**config.mk**
```make
export PLATFORM = sky130hd
export DESIGN_NAME = multiword_add_sequencer_flat
export DESIGN_NICKNAME = d
export VERILOG_FILES = /design/src/rtl/multiword_add_sequencer_if.sv /design/src/rtl/multiword_add_sequencer.sv /design/src/flat_wrapper.sv
export SDC_FILE = /design/constraint.sdc
export NUM_CORES = 1
export LEC_CHECK = 0
export ABC_AREA = 1
export CELL_PAD_IN_SITES_DETAIL_PLACEMENT = 0
export CELL_PAD_IN_SITES_GLOBAL_PLACEMENT = 1
export CORE_ASPECT_RATIO = 0.5
export CORE_MARGIN = 5
export CORE_UTILIZATION = 35
export CTS_CLUSTER_DIAMETER = 200
export DETAILED_ROUTE_END_ITERATION = 8
export PLACE_DENSITY_LB_ADDON = 0.1
export SLEW_MARGIN = 30
export SYNTH_ARGS = -nofsm -noshare
export SYNTH_HDL_FRONTEND = slang
export SYNTH_SLANG_ARGS = --single-unit
```
**constraint.sdc**
```tcl
create_clock -name clk -period 2.85 [get_ports clk]
set_clock_uncertainty 0.2 [all_clocks]
set_input_delay 0.57 -clock clk [delete_from_list [all_inputs] [get_ports clk]]
set_output_delay 0.57 -clock clk [all_outputs]
set_load 0.05 [all_outputs]
```
**src/rtl/multiword_add_sequencer_if.sv**
```systemverilog
// Bundle between the multiword add sequencer, its request source and the shared adder.
// The slave side is the sequencer; the master side is everything attached around it.
interface multiword_add_sequencer_if #(
   parameter int W     = 32,
   parameter int WORDS = 4
);
   // request / result side
   logic               start;
   logic [WORDS*W-1:0] A;
   logic [WORDS*W-1:0] B;
   logic               Cin;
   logic               busy;
   logic               done;
   logic [WORDS*W-1:0] F;
   logic               Cout;
   logic               Ovf;
   // shared adder side
   logic [W-1:0]       add_A;
   logic [W-1:0]       add_B;
   logic               add_Cin;
   logic [W-1:0]       add_F;
   logic               add_Cout;

   modport slave (
      input  start, A, B, Cin, add_F, add_Cout,
      output busy, done, F, Cout, Ovf, add_A, add_B, add_Cin
   );

   modport master (
      output start, A, B, Cin, add_F, add_Cout,
      input  busy, done, F, Cout, Ovf, add_A, add_B, add_Cin
   );
endinterface

```
**src/rtl/multiword_add_sequencer.sv**
```systemverilog
// Time-multiplexes one external W-bit adder over WORDS limbs, LS limb first,
// chaining the limb carry through a register to build a WORDS*W-bit sum.
module multiword_add_sequencer #(
   parameter int W     = 32,
   parameter int WORDS = 4
) (
   input  logic                        clk,
   input  logic                        rst_n,
   multiword_add_sequencer_if.slave    bus
);
   localparam int N     = WORDS * W;
   localparam int IDX_W = (WORDS > 1) ? $clog2(WORDS) : 1;

   typedef enum logic [1:0] {S_IDLE, S_RUN, S_DONE} state_t;

   state_t             r_state;
   state_t             w_state_nxt;
   logic [N-1:0]       r_a;
   logic [N-1:0]       r_b;
   logic [N-1:0]       r_f;
   logic               r_carry;
   logic               r_cout;
   logic               r_ovf;
   logic [IDX_W-1:0]   r_idx;

   logic               w_accept;
   logic               w_run;
   logic               w_idx_last;
   logic [W-1:0]       w_limb_a;
   logic [W-1:0]       w_limb_b;

   assign w_idx_last = (r_idx == IDX_W'(WORDS - 1));
   assign w_limb_a   = r_a[r_idx*W +: W];
   assign w_limb_b   = r_b[r_idx*W +: W];

   always_ff @(posedge clk or negedge rst_n) begin
      if (!rst_n) r_state <= S_IDLE;
      else        r_state <= w_state_nxt;
   end

   // start is only honoured from IDLE; RUN and DONE ignore it entirely
   always_comb begin
      w_state_nxt = r_state;
      w_accept    = 1'b0;
      w_run       = 1'b0;
      case (r_state)
         S_IDLE: begin
            if (bus.start) begin
               w_accept    = 1'b1;
               w_state_nxt = S_RUN;
            end
         end
         S_RUN: begin
            w_run = 1'b1;
            if (w_idx_last) w_state_nxt = S_DONE;
         end
         S_DONE:  w_state_nxt = S_IDLE;
         default: w_state_nxt = S_IDLE;
      endcase
   end

   always_ff @(posedge clk or negedge rst_n) begin
      if (!rst_n) begin
         r_a     <= '0;
         r_b     <= '0;
         r_f     <= '0;
         r_carry <= 1'b0;
         r_cout  <= 1'b0;
         r_ovf   <= 1'b0;
         r_idx   <= '0;
      end else if (w_accept) begin
         r_a     <= bus.A;
         r_b     <= bus.B;
         r_carry <= bus.Cin;
         r_idx   <= '0;
      end else if (w_run) begin
         r_f[r_idx*W +: W] <= bus.add_F;
         r_carry           <= bus.add_Cout;
         if (w_idx_last) begin
            // overflow: same-sign operands producing a result of the other sign
            r_cout <= bus.add_Cout;
            r_ovf  <= (r_a[N-1] == r_b[N-1]) && (bus.add_F[W-1] != r_a[N-1]);
         end else begin
            r_idx <= r_idx + IDX_W'(1);
         end
      end
   end

   assign bus.busy    = (r_state == S_RUN);
   assign bus.done    = (r_state == S_DONE);
   assign bus.F       = r_f;
   assign bus.Cout    = r_cout;
   assign bus.Ovf     = r_ovf;
   assign bus.add_A   = w_run ? w_limb_a : '0;
   assign bus.add_B   = w_run ? w_limb_b : '0;
   assign bus.add_Cin = w_run ? r_carry  : 1'b0;
endmodule

```
**src/flat_wrapper.sv**
```systemverilog
// flat-port wrapper written by rule: the top's interface ports become plain ports
module multiword_add_sequencer_flat 
#(
   parameter int W     = 32,
   parameter int WORDS = 4
)
  (clk, rst_n, bus_start, bus_A, bus_B, bus_Cin, bus_add_F, bus_add_Cout, bus_busy, bus_done, bus_F, bus_Cout, bus_Ovf, bus_add_A, bus_add_B, bus_add_Cin);
  multiword_add_sequencer_if #(.W(W), .WORDS(WORDS)) bus_i ();
  input  logic clk;
  input  logic rst_n;
  input wire logic [$bits(bus_i.start)-1:0] bus_start;
  input wire logic [$bits(bus_i.A)-1:0] bus_A;
  input wire logic [$bits(bus_i.B)-1:0] bus_B;
  input wire logic [$bits(bus_i.Cin)-1:0] bus_Cin;
  input wire logic [$bits(bus_i.add_F)-1:0] bus_add_F;
  input wire logic [$bits(bus_i.add_Cout)-1:0] bus_add_Cout;
  output wire logic [$bits(bus_i.busy)-1:0] bus_busy;
  output wire logic [$bits(bus_i.done)-1:0] bus_done;
  output wire logic [$bits(bus_i.F)-1:0] bus_F;
  output wire logic [$bits(bus_i.Cout)-1:0] bus_Cout;
  output wire logic [$bits(bus_i.Ovf)-1:0] bus_Ovf;
  output wire logic [$bits(bus_i.add_A)-1:0] bus_add_A;
  output wire logic [$bits(bus_i.add_B)-1:0] bus_add_B;
  output wire logic [$bits(bus_i.add_Cin)-1:0] bus_add_Cin;
  assign bus_i.start = bus_start;
  assign bus_i.A = bus_A;
  assign bus_i.B = bus_B;
  assign bus_i.Cin = bus_Cin;
  assign bus_i.add_F = bus_add_F;
  assign bus_i.add_Cout = bus_add_Cout;
  assign bus_busy = bus_i.busy;
  assign bus_done = bus_i.done;
  assign bus_F = bus_i.F;
  assign bus_Cout = bus_i.Cout;
  assign bus_Ovf = bus_i.Ovf;
  assign bus_add_A = bus_i.add_A;
  assign bus_add_B = bus_i.add_B;
  assign bus_add_Cin = bus_i.add_Cin;
  multiword_add_sequencer #(.W(W), .WORDS(WORDS)) u_core (.clk(clk), .rst_n(rst_n), .bus(bus_i));
endmodule
```
==> impl_metrics.ini, run 1 <==
[setup_path]
r2r_setup_slack_ps = 560
cp.depth = 5
path_delay_family = buffers and inverters
path_buf_inv = 3
worst-setup-path-type = flop to primary output
cp-start-kind = flop
cp_data_required_time_ps = 2080
crit_path_max_fanout = 32
crit_end = bus_add_A[8]
worst_path_most_repeated_cell = buf_12
rr_endpoint = u_core.bus.F[106]
critPathLaunch = u_core.r_state[1]
rr_worst_depth = 8
arrival_ps = 2050
slowest_stage = dfrtp_1
cp_cell_sequence = inv_2 > nand2_8 > buf_12 > a21oi_1 > buf_12
end_kind = primary output
reg2reg_from = u_core.r_idx[1]
max_stage_delay_ps = 450

[power_and_ir_drop]
p_seq_frac = 0.258
internal_power_w = 0.0181
p_sw_frac = 0.467
fin_total_pwr_w = 0.0340
vdd_ir_drop_max_uv = 911
power_frac_comb = 0.593
leakagePower_nw = 12.6
clkPwrFrac = 0.148
cellPowerDensity_nw_per_um2 = 1310
switching_power_w = 0.0159

[place]
port-buffer-count = 489
place_hpwl_mm = 42.9
dp_cells = 3385
finalWeightedCongestion = 0.794

[synth]
synth.area.top_cells = dfrtp_1 55%, nand2_1 12%, a21oi_1 9.0%
syn_avg_cell_area_um2 = 7.81
synthCells = 2291
synth_warnings = 0
synth_nets = 2589
syn-cell-area_um2 = 17900
yosysTopAreaCell = dfrtp_1
synth_cell_types = 23
synth_top_cell_area_share = 0.547
ys_seq_elements = 391
seq_area_frac_synth = 0.547

[finish]
drive_gt1_frac = 0.0957
fin_cells = 3471
synthToLayoutAreaGrowth_pct = 44.5
final_nets = 3043

[detailed_routing]
drc = 0
first_iter_violations = 953
drt_wl_total_mm = 61.1
firstDrtPassIters = 5
via_count = 16000
wl_per_cell_um = 17.6
viasPerCell = 4.60
ant_nets = 0

[sta]
finalHoldViolations = 0
relSlewSlack = 0.596
setup_viol = 0
tightest_slew_ps = 604
max_freq_mhz = 355
fin_crit_ps = 2820
slew_violations = 0
rsz0062_at_grt = yes
post-route-period-util = 0.990

[die]
ios = 490
dieHeight_um = 170
die_w_um = 330
initial_utilization = 0.355
core-area_um2 = 50400
num_rows = 58
dieArea_um2 = 56000

[clocking]
clk_path_buf_depth = 3
clock_latency_ps = 520
cts_tree = built
cts_buffers = 39
cts-root-buf = clkbuf_16
cts.clk_slew.worst_paths_ps = 60
cts.sinks = 391
htreeDepth = 2

[global_routing]
grt_max_degree = 83
overflow = 0
antenna_found_initial = 13
grt_pass1_wl_mm = 93.8
grt_usage = 0.212
grt_pass1_vias = 16000

[job]
cap_violations = 0

[hold_path]
hold_class = flop to flop
hold_depth = 2

[outcome]
status = finished, final reports clean
==> state kept, by name (all words and copies together) (netlist names) <==
name	count
u_core.bus.F	128
u_core.r_a	128
u_core.r_b	128
u_core.r_idx	2
u_core.r_state	2
u_core.bus.Cout	1
u_core.bus.Ovf	1
u_core.r_carry	1
==> final cells by class <==
| cell class | instances | area (um^2) |
|---|---|---|
| well taps | 690 | 863 |
| inverters | 285 | 1080 |
| repair buffers | 559 | 6350 |
| clock inverters | 12 | 91.3 |
| repair inverters | 2 | 17.5 |
| multi-input cells | 1467 | 6520 |
| diodes | 11 | 27.5 |
| fillers | 4960 | 24500 |
| clock buffers | 54 | 1100 |
| flip-flops and latches | 391 | 9790 |
==> tightest hold or removal path, cell delays in order, from the launching register on <==
cell     delay (ps)
dfrtp_1         340
nand2_1          50
nand2_1          50
==> metal layers <==
metal | part of all wire | vias to the layer above | global-route usage
met5 | 0.00044 | - | 0
met4 | 0.023 | 4 | 0.0604
met3 | 0.037 | 80 | 0.0325
met2 | 0.51 | 279 | 0.377
met1 | 0.43 | 7609 | 0.271
li1 | - | 7989 | -
==> worst min path at each step <==
stage,startpoint,end
final,u_core.bus.F[52],u_core.bus.F[52]
after floorplan,rst_n,u_core.bus.Cout
after detailed placement,u_core.bus.F[79],u_core.bus.F[79]
after CTS,u_core.bus.F[88],u_core.bus.F[88]
after global placement,u_core.bus.F[76],u_core.bus.F[76]
after global routing,u_core.bus.F[79],u_core.bus.F[79]
==> cells in the final DEF (no fill, tap or decap), types with 2 or more instances in the layout <==
cell	Yosys	routed
buf_12	0	84
clkdlybuf4s50_1	0	421
inv_2	3	3
nand3_1	182	182
buf_6	6	4
inv_6	0	3
a21oi_2	0	50
diode_2	0	11
nand4_1	2	2
buf_4	9	45
o21ai_1	5	5
clkbuf_1	41	10
clkbuf_16	0	41
nand2_2	3	3
nor2_1	307	305
nor2_2	3	5
dfrtp_1	391	389
clkbuf_8	0	3
o21ai_0	29	29
ha_1	5	5
clkinv_2	0	9
inv_1	282	281
buf_8	0	2
a21oi_1	320	269
nor3_1	17	17
nand2_1	590	589
dfrtp_4	0	2
==> stage by stage <==
step / utilization / TNS [ps] / setup WS, ps / hold slack, ps / instance area (um^2)
after floorplan: - / 0 / 265 / 74.4 / 17900
after global placement: 0.483 / 0 / 433 / 262 / 24300
after detailed placement: 0.483 / 0 / 424 / 264 / 24300
after CTS: 0.508 / 0 / 0.483 / 282 / 25600
after global routing: 0.513 / -375 / -41.8 / 296 / 25900
final: 0.513 / 0 / 29.4 / 276 / 25900
==> power groups by stage <==
stage | clock [W] | sequential [W] | combinational (W)
global route | 0.00547 | 0.00902 | 0.0216
CTS | 0.00520 | 0.00878 | 0.0199
floorplan | 0 | 0.0108 | 0.00950
finish | 0.00504 | 0.00877 | 0.0202
detailed placement | 0 | 0.00886 | 0.0197
global placement | 0 | 0.00882 | 0.0196
==> cells by family after synthesis <==
group | Yosys count | share of synthesized area
adders and majority gates | 5 | 0.00350
AOI/OAI and AO/OA | 354 | 0.0990
and+or+nand+nor | 1108 | 0.249
DFF | 391 | 0.547
buffers and inverters | 433 | 0.101
==> Yosys cell counts <==
library cell  count
a21oi_1         320
buf_1             7
buf_2            85
buf_4             9
buf_6             6
clkbuf_1         41
dfrtp_1         391
ha_1              5
inv_1           282
inv_2             3
nand2_1         590
nand2_2           3
nand3_1         182
nand3_2           1
nand4_1           2
nor2_1          307
nor2_2            3
nor2_4            1
nor2_8            1
nor3_1           17
o21ai_0          29
o21ai_1           5
or2_2             1
==> timing repair <==
| item | in CTS | in global routing |
|---|---|---|
| setup endpoints to repair | 58 | 56 |
| hold buffers | 1 | 0 |
| hold endpoints to repair | 48 | 0 |
| pin swaps | 0 | 2 |
| setup buffers | 1 | 5 |
| resized for setup | 18 | 44 |
| cloned | 0 | 2 |
(Power assumes the default switching activity.)
==> inputs of run 2 (changes only) <==
--- a/config.mk
+++ b/config.mk
@@ -14,6 +14,7 @@
 export CTS_CLUSTER_DIAMETER = 200
 export DETAILED_ROUTE_END_ITERATION = 8
 export PLACE_DENSITY_LB_ADDON = 0.1
+export SKIP_CTS_REPAIR_TIMING = 1
 export SLEW_MARGIN = 30
 export SYNTH_ARGS = -nofsm -noshare
 export SYNTH_HDL_FRONTEND = slang
==> constraint.sdc (replaced) <==
create_clock -name clk -period 2.85 [get_ports clk]
set_clock_uncertainty 0.2 [all_clocks]
set_input_delay 0.57 -clock clk [delete_from_list [all_inputs] [get_ports clk]]
set_output_delay 0.57 -clock clk [all_outputs]
set_load 0.1 [all_outputs]
==> impl_metrics.ini, run 2 (same netlist as run 1, synthesis figures left out) <==
[global_routing]
antenna_found_initial = 6
grt_usage = 0.208
grt_pass1_vias = 15800
overflow = 0
grt_pass1_wl_mm = 92.3
grt_max_degree = 108

[place]
dp_cells = 3377
finalWeightedCongestion = 0.824
port-buffer-count = 489
place_hpwl_mm = 41.9

[clocking]
clk_path_buf_depth = 3
cts_tree = built
cts.clk_slew.worst_paths_ps = 70
cts-root-buf = clkbuf_16
htreeDepth = 2
cts_buffers = 38
cts.sinks = 391
clock_latency_ps = 550

[setup_path]
worst-setup-path-type = flop to primary output
max_stage_delay_ps = 510
cp_cell_sequence = buf_6 > buf_16 > nand2_1 > nand3_1 > a21oi_4 > buf_12
cp_data_required_time_ps = 2080
cp-start-kind = flop
slowest_stage = dfrtp_4
arrival_ps = 2070
r2r_setup_slack_ps = 380
end_kind = primary output
crit_path_max_fanout = 27

[finish]
synthToLayoutAreaGrowth_pct = 48.2
drive_gt1_frac = 0.169
final_cell_mix = 577 x nand2_1, 388 x dfrtp_1, 304 x nor2_1, 291 x clkdlybuf4s50_1, 281 x inv_1
final_nets = 3061
mostFrequentLayoutCell = nand2_1
fin_cells = 3485
fill_cells = 4915

[sta]
setup_viol = 0
post-route-period-util = 0.997
finalHoldViolations = 0
slew_violations = 0
rsz0062_at_grt = yes
tightest_slew_ps = 700
fin_crit_ps = 2840
relSlewSlack = 0.533
max_freq_mhz = 352

[die]
die_w_um = 330
num_rows = 58
dieHeight_um = 170
dieArea_um2 = 56000
initial_utilization = 0.355
ios = 490
core-area_um2 = 50400

[hold_path]
hold_class = flop to flop

[detailed_routing]
via_count = 16200
viasPerCell = 4.65
drt_wl_total_mm = 63.7
ant_nets = 0
firstDrtPassIters = 5
first_iter_violations = 1056
drc = 0
wl_per_cell_um = 18.3

[outcome]
status = finished, final reports clean

[job]
cap_violations = 0
run 2: changes by cell type in the layout (fill, tap and decap cells not counted), moves of 12 or more:
cell	delta
a21oi_1	-13
a21oi_4	+12
buf_4	+123
clkbuf_16	+14
clkdlybuf4s50_1	-130
nand2_1	-12
nand2_2	+12
nand3_1	-30
nand3_2	+30
run 2: worst max-delay path: cells and delay by family, from the launching register on:
kind,cells,cell delay [ps]
and+or+nand+nor,2,210
AOI/OAI and AO/OA,1,230
buffers and inverters,3,520
DFF,1,510
run 2: worst paths after layout:
check / from / to / cells past startpoint
worst max register to register: u_core.r_idx[0] / u_core.bus.F[116] / 9
max in group asynchronous: rst_n / u_core.bus.F[39] / 3
worst min-delay path: u_core.bus.F[93] / u_core.bus.F[93] / 2
min in group asynchronous: rst_n / u_core.r_a[71] / 2
worst max-delay path: u_core.r_idx[0] / bus_add_B[27] / 6
worst min register to register: u_core.bus.F[93] / u_core.bus.F[93] / 2
run 2: area by class of cell:
| class | count | area, um^2 | area share |
|---|---|---|---|
| antenna | 5 | 12.5 | 0.000472 |
| clock buffer | 60 | 1190 | 0.0448 |
| clock inverter | 7 | 90.1 | 0.00340 |
| inverter | 285 | 1100 | 0.0415 |
| multi-input combinational | 1468 | 6860 | 0.259 |
| sequential | 391 | 9790 | 0.369 |
| tap | 690 | 863 | 0.0326 |
| timing repair buffer | 575 | 6560 | 0.248 |
| timing repair inverter | 4 | 45.0 | 0.00170 |
run 2: stage by stage:
| stage | setup TNS (ps) | hold WS [ps] | utilization | worst slack (ps) | cell area [um^2] |
|---|---|---|---|---|---|
| 6_report | 0 | 277 | 0.526 | 7.77 | 26500 |
| 2_1_floorplan | 0 | 74.4 | - | 113 | 18100 |
| 5_1_grt | -1810 | 300 | 0.526 | -63.5 | 26500 |
| 4_1_cts | -4530 | -177 | 0.506 | -125 | 25500 |
| 3_3_place_gp | 0 | 263 | 0.481 | 481 | 24200 |
| 3_5_place_dp | 0 | 267 | 0.481 | 434 | 24200 |
run 2: per-layer routing:
layer	global-route usage	vias to the layer above	wire length, um
met4	0.0426	2	1020
met1	0.265	7843	27600
met3	0.0334	64	2440
met5	0	-	7
met2	0.378	278	32700
li1	-	8035	-
Power of run 2 is left out: the tool's default activity adds up to more than one toggle a clock period on the data nets, which glitch-free logic cannot reach.
